[src/rtl/cu_sequencer.sv]
// rtl/cu_sequencer.sv - fetch/decode/execute/writeback control FSM; optional retired-instruction counter under CU_PERF_CNT_EN
module cu_sequencer #(
    parameter int unsigned FETCH_WAIT  = 1,
    parameter int unsigned EXEC_CYCLES = 1
) (
    input  logic        clk,
    input  logic        rst,
    input  logic        write_rd,
    input  logic        update_flags,
    input  logic        ig_ex,
    input  logic        br_en,
    input  logic        br_link,
    input  logic        halt_req,
    output logic        wr_en,
    output logic        branch,
    output logic        cu_decode,
    output logic        cu_execute,
    output logic        ld_pc,
    output logic        ld_lr,
    output logic        ld_rd,
    output logic        ld_apsr,
    output logic        ld_sp,
    output logic        ld_ipsr,
    output logic        ld_primask,
    output logic        halted,
    output logic [2:0]  state,
    output logic [31:0] inst_count
);

    typedef enum logic [2:0] {
        ST_RESET  = 3'd0,
        ST_FETCH  = 3'd1,
        ST_DECODE = 3'd2,
        ST_EXEC   = 3'd3,
        ST_WB     = 3'd4,
        ST_HALT   = 3'd5
    } state_e;

    localparam logic [3:0] WAIT_LOAD = 4'(FETCH_WAIT - 1);
    localparam logic [3:0] EXEC_LOAD = 4'(EXEC_CYCLES - 1);

    state_e     state_q, state_d;
    logic [3:0] wait_cnt_q, wait_cnt_d;
    logic [3:0] exec_cnt_q, exec_cnt_d;
    logic       write_rd_q, update_flags_q, ig_ex_q, br_en_q, br_link_q;

    always_ff @(posedge clk) begin
        if (rst) begin
            state_q        <= ST_RESET;
            wait_cnt_q     <= 4'd0;
            exec_cnt_q     <= 4'd0;
            write_rd_q     <= 1'b0;
            update_flags_q <= 1'b0;
            ig_ex_q        <= 1'b0;
            br_en_q        <= 1'b0;
            br_link_q      <= 1'b0;
        end else begin
            state_q    <= state_d;
            wait_cnt_q <= wait_cnt_d;
            exec_cnt_q <= exec_cnt_d;
            if (state_q == ST_DECODE) begin
                write_rd_q     <= write_rd;
                update_flags_q <= update_flags;
                ig_ex_q        <= ig_ex;
                br_en_q        <= br_en;
                br_link_q      <= br_link;
            end
        end
    end

    // Inputs only steer the next state; every output decodes from registered state.
    always_comb begin
        state_d    = state_q;
        wait_cnt_d = wait_cnt_q;
        exec_cnt_d = exec_cnt_q;
        wr_en      = 1'b0;
        branch     = 1'b0;
        cu_decode  = 1'b0;
        cu_execute = 1'b0;
        ld_pc      = 1'b0;
        ld_lr      = 1'b0;
        ld_rd      = 1'b0;
        ld_apsr    = 1'b0;
        ld_sp      = 1'b0;
        ld_ipsr    = 1'b0;
        ld_primask = 1'b0;
        halted     = 1'b0;
        case (state_q)
            ST_RESET: begin
                state_d    = ST_FETCH;
                wait_cnt_d = WAIT_LOAD;
            end
            ST_FETCH: begin
                if (wait_cnt_q == 4'd0) state_d = ST_DECODE;
                else                    wait_cnt_d = wait_cnt_q - 4'd1;
            end
            ST_DECODE: begin
                cu_decode = 1'b1;
                if (ig_ex) begin
                    state_d = ST_WB;
                end else begin
                    state_d    = ST_EXEC;
                    exec_cnt_d = EXEC_LOAD;
                end
            end
            ST_EXEC: begin
                cu_execute = 1'b1;
                if (exec_cnt_q == 4'd0) state_d = ST_WB;
                else                    exec_cnt_d = exec_cnt_q - 4'd1;
            end
            ST_WB: begin
                ld_pc   = 1'b1;
                ld_rd   = write_rd_q & ~ig_ex_q;
                ld_apsr = update_flags_q & ~ig_ex_q;
                branch  = br_en_q & ~ig_ex_q;
                ld_lr   = br_en_q & br_link_q & ~ig_ex_q;
                if (halt_req) begin
                    state_d = ST_HALT;
                end else begin
                    state_d    = ST_FETCH;
                    wait_cnt_d = WAIT_LOAD;
                end
            end
            ST_HALT: begin
                halted = 1'b1;
                if (!halt_req) begin
                    state_d    = ST_FETCH;
                    wait_cnt_d = WAIT_LOAD;
                end
            end
            default: state_d = ST_RESET;
        endcase
    end

    assign state = state_q;

`ifdef CU_PERF_CNT_EN
    logic [31:0] inst_count_q;

    // Skipped instructions retire through WB too, so they are counted.
    always_ff @(posedge clk) begin
        if (rst)                    inst_count_q <= 32'd0;
        else if (state_q == ST_WB)  inst_count_q <= inst_count_q + 32'd1;
    end

    assign inst_count = inst_count_q;
`else
    assign inst_count = 32'h0;
`endif

endmodule

[config.mk]
export PLATFORM = sky130hd
export DESIGN_NAME = cu_sequencer
export DESIGN_NICKNAME = d
export VERILOG_FILES = /design/src/rtl/cu_sequencer.sv
export SDC_FILE = /design/constraint.sdc
export NUM_CORES = 1
export LEC_CHECK = 0
export ABC_AREA = 1
export BUFFER_PORTS_ARGS = -buffer_cell sky130_fd_sc_hd__buf_2
export CORE_ASPECT_RATIO = 1.5
export CORE_MARGIN = 2
export CORE_UTILIZATION = 40
export CTS_CLUSTER_SIZE = 24
export DETAILED_ROUTE_END_ITERATION = 8
export PLACE_DENSITY = 0.8
export SYNTH_ARGS = -nofsm -noshare
export SYNTH_HDL_FRONTEND = slang
export SYNTH_SLANG_ARGS = --single-unit
[constraint.sdc]
create_clock -name clk -period 1.2 [get_ports clk]
set_input_delay 0.18 -clock clk [delete_from_list [all_inputs] [get_ports clk]]
set_output_delay 0.18 -clock clk [all_outputs]
set_load 0.005 [all_outputs]
==> flow_metrics.py, run 1 <==
metrics = {
    "clock_network": {
        "clock_path_buffers": 2,
        "clkTransAtPathRegs_ps": 70,
        "cts_buffers": 3,
        "clock-sinks": 16,
        "clock_latency_ps": 270,
        "root_buffer": "clkbuf_8",
        "htreeDepth": 1,
        "cts_tree": "yes",
        "cts_hold_buf": 0,
    },
    "synthesis": {
        "synth_seq_cells": 16,
        "ys_types": 25,
        "yosysSeqAreaShare_pct": 28.1,
        "synth_top_cell_by_area": "dfxtp_1",
        "yosys_warnings": 0,
        "synth_top_area_share_pct": 28.1,
        "avgSynthCellArea_um2": 7.22,
        "synthCells": 158,
        "synth_area_um2": 1140,
        "synth.area.top_cells": "dfxtp_1, buf_4, a21oi_1",
    },
    "power": {
        "finalPower_uw": 4040,
        "clkPwrFrac_pct": 12.4,
        "combPwrFrac_pct": 63.9,
        "intPower_uw": 2260,
        "irDropWorstVdd_v": 0.000859,
        "power_density_nw_per_um2": 2530,
        "switchingPower_uw": 1770,
        "power_frac_seq_pct": 23.7,
        "p_leak_uw": 0.000796,
        "switching_share_pct": 43.9,
    },
    "layout": {
        "multi_input_area_um2": 739,
        "syn_to_final_growth_pct": 40.1,
        "antenna_cells": 0,
        "finish.utilization_pct": 59.1,
        "final_common_cell": "conb_1",
        "fillers": 248,
        "drive_above_1_share_pct": 45.9,
        "regArea_um2": 334,
        "nets": 218,
        "mostFrequentLayoutCells": "conb_1, buf_4, buf_2, inv_1, dfxtp_1",
        "post-route-cell-area_um2": 1600,
    },
    "timing": {
        "setup_slack_ps": -98.9,
        "slew_violations": 0,
        "fin_crit_sh_pct": 108,
        "fin_crit_ps": 1300,
        "clock-skew-final_ps": 9.38,
        "fmax_mhz": 770,
        "finalHoldViolCount": 0,
        "setup_viol": 16,
        "rsz0062_at_grt": "true",
    },
    "global_routing": {
        "grt_pass1_vias": 916,
        "grt_start_max_net_pins": 10,
        "grt_pass1_wl_um": 3770,
        "antenna_found_initial": 0,
        "grt_use_total_pct": 15.7,
        "gr-total-overflow": 0,
    },
    "floorplanning": {
        "coreArea_um2": 2710,
        "initial_core_util_pct": 42.2,
        "die_area_um2": 3300,
        "rows": 23,
        "die_h_um": 69.4,
        "ioPinCount": 55,
        "die_width_um": 47.6,
    },
    "place": {
        "dp_hpwl_um": 1680,
        "place_congestion": 0.847,
        "io_buffers": 18,
        "dpl-instance-area_um2": 1240,
    },
    "drt": {
        "ant_nets": 0,
        "vias": 1092,
        "drt_iter0_markers": 12,
        "routed_wl_um": 2740,
        "first_pass_iters": 4,
        "viasPerCell": 4.48,
        "wire_per_inst_um": 11.2,
        "drc": 0,
    },
    "setup_path": {
        "crit_fanout": 4,
        "critPathArrivalTime_ps": 1120,
        "crit_required_ps": 1020,
        "path_class": "reg2out",
        "cp-start-kind": "flip-flop",
        "endpoint_kind": "output port",
    },
    "status": {
        "status": "finished, violations left",
        "violations": "setup timing",
    },
    "flow_run": {
        "cap_violations": 0,
    },
    "worst_hold_path": {
        "worstHoldPathType": "in2reg",
    },
}
==> per-layer routing <==
metal | part of all wire [%] | wire [µm] | vias up | global-route usage [%]
met5 | 0 | 0 | - | 0
met4 | 4.5 | 123 | 0 | 10.8
met3 | 6.6 | 180 | 13 | 2.60
met2 | 51 | 1400 | 64 | 24.9
met1 | 38 | 1040 | 483 | 17.9
li1 | - | - | 532 | -
==> repair_timing <==
item                                    4_1_cts  5_1_grt
pin swaps                                     8       12
cloned                                        0        0
endpoints found under the setup margin       20       24
endpoints found under the hold margin         0        0
gates resized for setup                      26       27
buffers inserted                             12        3
==> worst max-delay path: stages (launching register included) <==
cell and delay [ps]:
dfxtp_4 380, buf_4 120, nand2_4 40, nor2_4 120, buf_6 110, buf_6 80
==> final cells by class <==
type | count | area share [%]
multi-input combinational | 119 | 46.2
sequential | 16 | 20.9
timing repair buffer | 46 | 21.0
clock buffer | 4 | 3.44
inverter | 22 | 5.48
tap | 37 | 2.90
==> through the flow <==
| stage | setup WS, ps | hold slack [ps] | TNS [ps] | cells |
|---|---|---|---|---|
| after floorplan | 16.3 | 242 | 0 | 193 |
| after CTS | -160 | 161 | -753 | 241 |
| after global routing | -162 | 203 | -2200 | 244 |
| after global placement | -40.5 | 433 | -104 | 225 |
| final | -98.9 | 176 | -806 | 244 |
| after detailed placement | -39.0 | 435 | -165 | 225 |
==> Yosys cell counts, drive strengths merged <==
cell type / n
xor2: 1
nor4: 1
o21bai: 1
nor2: 15
conb: 1
nand2: 20
a21oi: 13
inv: 21
nand4: 3
dfxtp: 16
buf: 36
clkinv: 1
ha: 2
nor3: 7
o21ai: 6
o21a: 2
nand3: 12
==> worst paths after layout <==
path,slack [ps],cells after the start,start,endpoint
hold / removal,180,3,br_link,br_link_q
setup / recovery,-100,5,state[1],cu_execute
setup reg to reg,-60,9,state[2],exec_cnt_q[2]
hold reg to reg,470,2,update_flags_q,update_flags_q
==> registers in the layout (all words and copies together) (netlist names) <==
| register | cells |
|---|---|
| ig_ex_q | 1 |
| exec_cnt_q | 4 |
| state | 3 |
| write_rd_q | 1 |
| update_flags_q | 1 |
| br_link_q | 1 |
| br_en_q | 1 |
| wait_cnt_q | 4 |
==> cell families after synthesis <==
kind of cell    synth area share [%]
buf+inv                         30.9
other cells                    0.329
xor+xnor                       0.768
compound gates                  10.6
fa+ha+maj                       2.19
simple gates                    27.1
flops                           28.1
==> power groups by stage <==
stage	registers (µW)	clock network, µW	logic (µW)
after floorplan	911	0	1130
after global placement	922	0	1510
after detailed placement	921	0	1540
after CTS	927	503	2050
after global routing	984	534	2810
final	957	502	2580
Power figures use the tool's default switching activity.
==> run 2: changes to the inputs <==
REMOVE_ABC_BUFFERS = 1   (was unset)
==> flow_metrics.py, run 2 (synthesis results as in run 1) <==
metrics = {
    "timing": {
        "setup_slack_ps": -78.2,
        "fmax_mhz": 782,
        "finalHoldViolCount": 0,
        "tns_ps": -537,
        "fin_crit_sh_pct": 107,
        "slew_violations": 0,
        "clock-skew-final_ps": 6.30,
        "setup_viol": 11,
        "holdWs_ps": 177,
        "fin_crit_ps": 1280,
        "rsz0062_at_grt": "true",
    },
    "clock_network": {
        "clock_path_buffers": 2,
        "clkTransAtPathRegs_ps": 60,
        "root_buffer": "clkbuf_8",
        "clock-sinks": 16,
        "cts_buffers": 3,
        "clock_latency_ps": 260,
        "cts_tree": "yes",
        "htreeDepth": 1,
    },
    "place": {
        "io_buffers": 18,
        "place_congestion": 0.834,
        "pre_cts_slack_ps": -12.4,
        "dpl-instance-area_um2": 1240,
        "dp_hpwl_um": 1720,
    },
    "power": {
        "clkPwrFrac_pct": 13.1,
        "switching_share_pct": 44.0,
        "combPwrFrac_pct": 60.4,
        "power_frac_seq_pct": 26.5,
        "power_density_nw_per_um2": 2450,
        "switchingPower_uw": 1650,
        "p_leak_uw": 0.000774,
        "irDropWorstVdd_v": 0.00106,
        "intPower_uw": 2100,
    },
    "drt": {
        "wire_per_inst_um": 10.6,
        "first_pass_iters": 4,
        "drt_iter0_markers": 26,
        "drc": 0,
        "vias": 1070,
        "ant_nets": 0,
        "viasPerCell": 4.46,
        "routed_wl_um": 2540,
    },
    "setup_path": {
        "reg2reg_depth": 8,
        "endpoint_kind": "flip-flop",
        "crit-reg2reg-launch": "state[2]",
        "critPathCapture": "state[2]",
        "crit_required_ps": 1380,
        "cp-start-kind": "flip-flop",
        "cpMaxStageDelayCell": "dfxtp_4",
        "critical_path.most_common_cell": "nand2_1",
        "cpPeakStageDelay_ps": 390,
        "path_class": "reg2reg",
        "crit_chain": "buf_4 > nor2_4 > buf_6 > nand2_4 > nand2_1 > nor2_2 > nand2_1 > a21oi_2",
        "critPathArrivalTime_ps": 1460,
        "crit_start": "state[2]",
        "reg2reg_slack_ps": -80,
        "r2r_end": "state[2]",
        "crit_fanout": 6,
    },
    "worst_hold_path": {
        "worstHoldPathType": "in2reg",
    },
    "global_routing": {
        "grt_pass1_vias": 929,
        "gr-total-overflow": 0,
        "grt_use_met3_pct": 3.39,
        "grt_pass1_wl_um": 3820,
        "grt-busiest-layer": "met2",
        "grtUsageMet1_pct": 16.3,
        "antenna_found_initial": 0,
        "grt_use_met2_pct": 25.2,
        "grt_start_max_net_pins": 10,
        "grt_use_total_pct": 15.4,
    },
    "layout": {
        "mostFrequentLayoutCells": "conb_1, buf_4, buf_2, inv_1, dfxtp_1",
        "drive_above_1_share_pct": 47.3,
        "final_common_cell": "conb_1",
        "finish.utilization_pct": 56.7,
        "antenna_cells": 0,
        "syn_to_final_growth_pct": 34.3,
        "nets": 214,
        "post-route-cell-area_um2": 1530,
    },
    "floorplanning": {
        "die_width_um": 47.6,
        "coreArea_um2": 2710,
        "die_h_um": 69.4,
        "die_area_um2": 3300,
        "rows": 23,
        "initial_core_util_pct": 42.2,
        "ioPinCount": 55,
    },
    "status": {
        "violations": "setup timing",
        "status": "finished, violations left",
    },
    "flow_run": {
        "cap_violations": 0,
    },
}
run 2: changes by cell type in the layout (fill, tap and decap cells not counted), moves of 2 or more:
cell     before  now
nand3_2       3    5
buf_6         9    3
nand3_1       8    6
nand2_4       8    5
nor2_4        5    3
nand2_2       4    7
run 2: layer usage:
metal  vias up  part of all wire, %  wire length (µm)
li1        526                    -                 -
met1       483                   38               957
met2        49                   53              1340
met3        12                  5.8               148
met4         0                  3.7                93
met5         -                    0                 0
run 2: what timing repair did:
action,CTS,global route
gates resized for setup,13,32
setup endpoints to repair,20,20
hold buffers,0,0
pin swaps,2,11
setup buffers,7,4
run 2: layout make-up:
cell class                 count  area, µm²
tap                           37       46.3
fill                         247       1170
inverter                      22       87.6
sequential                    16        335
timing repair buffer          42        282
multi-input combinational    119        727
clock buffer                   4       55.1
run 2: power by group through the flow:
stage / logic, µW / registers [µW] / clock network (µW)
2_1_floorplan: 1040 / 911 / 0
3_3_place_gp: 1530 / 925 / 0
3_5_place_dp: 1550 / 928 / 0
4_1_cts: 1770 / 948 / 493
5_1_grt: 2500 / 1010 / 521
6_report: 2260 / 991 / 493
run 2: worst max-delay path: cells and delay by family, from the launching register on:
family	cells	cell delay (ps)
flip-flops	1	390
AO/OA/AOI/OAI	1	110
buffers and inverters	2	250
AND/OR/NAND/NOR	5	450
run 2: worst min-delay path by stage:
stage	startpoint	endpoint	slack, ps	cells after the start
CTS	rst	exec_cnt_q[0]	170	2
global route	rst	state[2]	180	2
floorplan	rst	exec_cnt_q[0]	240	1
detailed placement	rst	exec_cnt_q[0]	430	2
finish	rst	state[2]	180	2
global placement	rst	exec_cnt_q[0]	430	2
run 2: through the flow:
stage          total power [µW]  cells
2_1_floorplan              1950    157
3_3_place_gp               2450    225
3_5_place_dp               2480    225
4_1_cts                    3210    236
5_1_grt                    4030    240
6_report                   3750    240
==> run 3: changes to the inputs <==
CAP_MARGIN = 20   (was unset)
CORE_MARGIN = unset   (was 2)
==> flow_metrics.py, run 3 (synthesis results as in run 1) <==
metrics = {
    "status": {
        "status": "finished, violations left",
        "violations": "setup timing",
    },
    "floorplanning": {
        "die_area_um2": 3070,
        "die_width_um": 45.6,
        "coreArea_um2": 2680,
        "initial_core_util_pct": 42.6,
        "ioPinCount": 55,
        "rows": 23,
        "die_h_um": 67.4,
    },
    "drt": {
        "drc": 0,
        "ant_nets": 0,
        "viasPerCell": 4.63,
        "wire_per_inst_um": 11.7,
        "vias": 1115,
        "drt_iter0_markers": 15,
        "routed_wl_um": 2820,
        "first_pass_iters": 4,
    },
    "layout": {
        "regArea_um2": 334,
        "mostFrequentLayoutCells": "conb_1, buf_2, buf_4, inv_1, buf_6",
        "multi_input_area_um2": 778,
        "fillers": 250,
        "antenna_cells": 0,
        "nets": 215,
        "syn_to_final_growth_pct": 43.2,
        "fin_cells": 241,
        "final_common_cell": "conb_1",
        "drive_above_1_share_pct": 50.0,
        "post-route-cell-area_um2": 1630,
    },
    "setup_path": {
        "crit-reg2reg-launch": "state[0]",
        "critPathArrivalTime_ps": 1440,
        "r2r_end": "state[1]",
        "cp-start-kind": "flip-flop",
        "reg2reg_slack_ps": -100,
        "crit_fanout": 5,
        "crit_required_ps": 1340,
        "reg2reg_depth": 9,
        "endpoint_kind": "flip-flop",
        "path_class": "reg2reg",
    },
    "worst_hold_path": {
        "worstHoldPathType": "in2reg",
        "min_from": "write_rd",
        "worstHoldEndpoint": "write_rd_q",
        "holdPathStages": 3,
    },
    "place": {
        "dpl-instance-area_um2": 1230,
        "place_congestion": 0.837,
        "dpl.cell_count": 224,
        "pre_cts_slack_ps": -28.6,
        "dp_hpwl_um": 1730,
        "io_buffers": 18,
    },
    "clock_network": {
        "root_buffer": "clkbuf_8",
        "cts_buffers": 3,
        "clock_latency_ps": 250,
        "htreeDepth": 1,
        "clock_path_buffers": 2,
        "cts_tree": "yes",
        "clock-sinks": 16,
        "clkTransAtPathRegs_ps": 60,
    },
    "timing": {
        "fmax_mhz": 771,
        "finalHoldViolCount": 0,
        "clock-skew-final_ps": 3.03,
        "rsz0062_at_grt": "true",
        "slew_violations": 0,
        "holdWs_ps": 187,
        "fin_crit_ps": 1300,
        "setup_viol": 14,
        "fin_crit_sh_pct": 108,
        "setup_slack_ps": -97.4,
    },
    "power": {
        "power_frac_seq_pct": 23.7,
        "finalPower_uw": 4120,
        "irDropWorstVdd_v": 0.00126,
        "power_density_nw_per_um2": 2520,
        "clkPwrFrac_pct": 11.6,
        "p_leak_uw": 0.000797,
        "switching_share_pct": 44.6,
        "switchingPower_uw": 1840,
        "intPower_uw": 2280,
        "combPwrFrac_pct": 64.7,
    },
    "global_routing": {
        "grt_use_total_pct": 18.9,
        "grt_pass1_vias": 1038,
        "gr-total-overflow": 0,
        "antenna_found_initial": 0,
        "grt_start_max_net_pins": 10,
        "grt_pass1_wl_um": 4200,
    },
    "flow_run": {
        "cap_violations": 0,
    },
}
==> run 3: repair_timing <==
item                                    4_1_cts  5_1_grt
hold buffers                                  0        0
endpoints found under the setup margin       16       24
pin swaps                                     4       18
buffers inserted                             10        3
resized for setup                            28       41
==> run 3: power groups by stage <==
stage	Clock (µW)	Sequential [µW]	Combinational, µW
after floorplan	0	911	1040
after global placement	0	922	1510
after detailed placement	0	923	1560
after CTS	484	929	2020
after global routing	518	992	2870
final	479	974	2660
==> run 3: metal layers <==
metal	vias to the layer above	part of all wire [%]	GRT usage, %
met5	-	0	0
met4	0	2.4	10.2
met3	12	4.8	3.48
met2	51	57	36.4
met1	521	35	17.7
li1	531	-	-
==> run 3: area by class of cell <==
type	instances	share of cell area, %
Multi-Input combinational cell	119	47.6
Clock buffer	4	3.37
Sequential cell	16	20.4
Timing Repair Buffer	43	20.1
Inverter	22	5.67
Tap cell	37	2.83
==> run 3: how the worst max path moves through the flow <==
| stage | end | cells past startpoint | start | slack [ps] |
|---|---|---|---|---|
| after floorplan | exec_cnt_q[3] | 7 | state[0] | 20 |
| after global placement | ld_lr | 4 | state[1] | -40 |
| after detailed placement | wait_cnt_q[2] | 8 | wait_cnt_q[0] | -30 |
| after CTS | ld_lr | 4 | state[0] | -140 |
| after global routing | state[1] | 9 | state[0] | -140 |
| final | state[1] | 9 | state[0] | -100 |
==> run 3: metrics by stage <==
| step | TNS, ps | utilization [%] |
|---|---|---|
| floorplan | 0 | - |
| global placement | -39.0 | 45.9 |
| detailed placement | -69.6 | 45.9 |
| CTS | -598 | 54.8 |
| global route | -1390 | 61.1 |
| finish | -612 | 61.1 |
==> run 3: worst max-delay path, cell delays in order, from the launching register on <==
cell and delay [ps]:
dfxtp_4 400, buf_6 110, nand2_4 40, nor2_4 100, buf_6 130, nand2_8 70
nand2_4 80, nor2_4 50, nor2_1 140, nor2_1 70
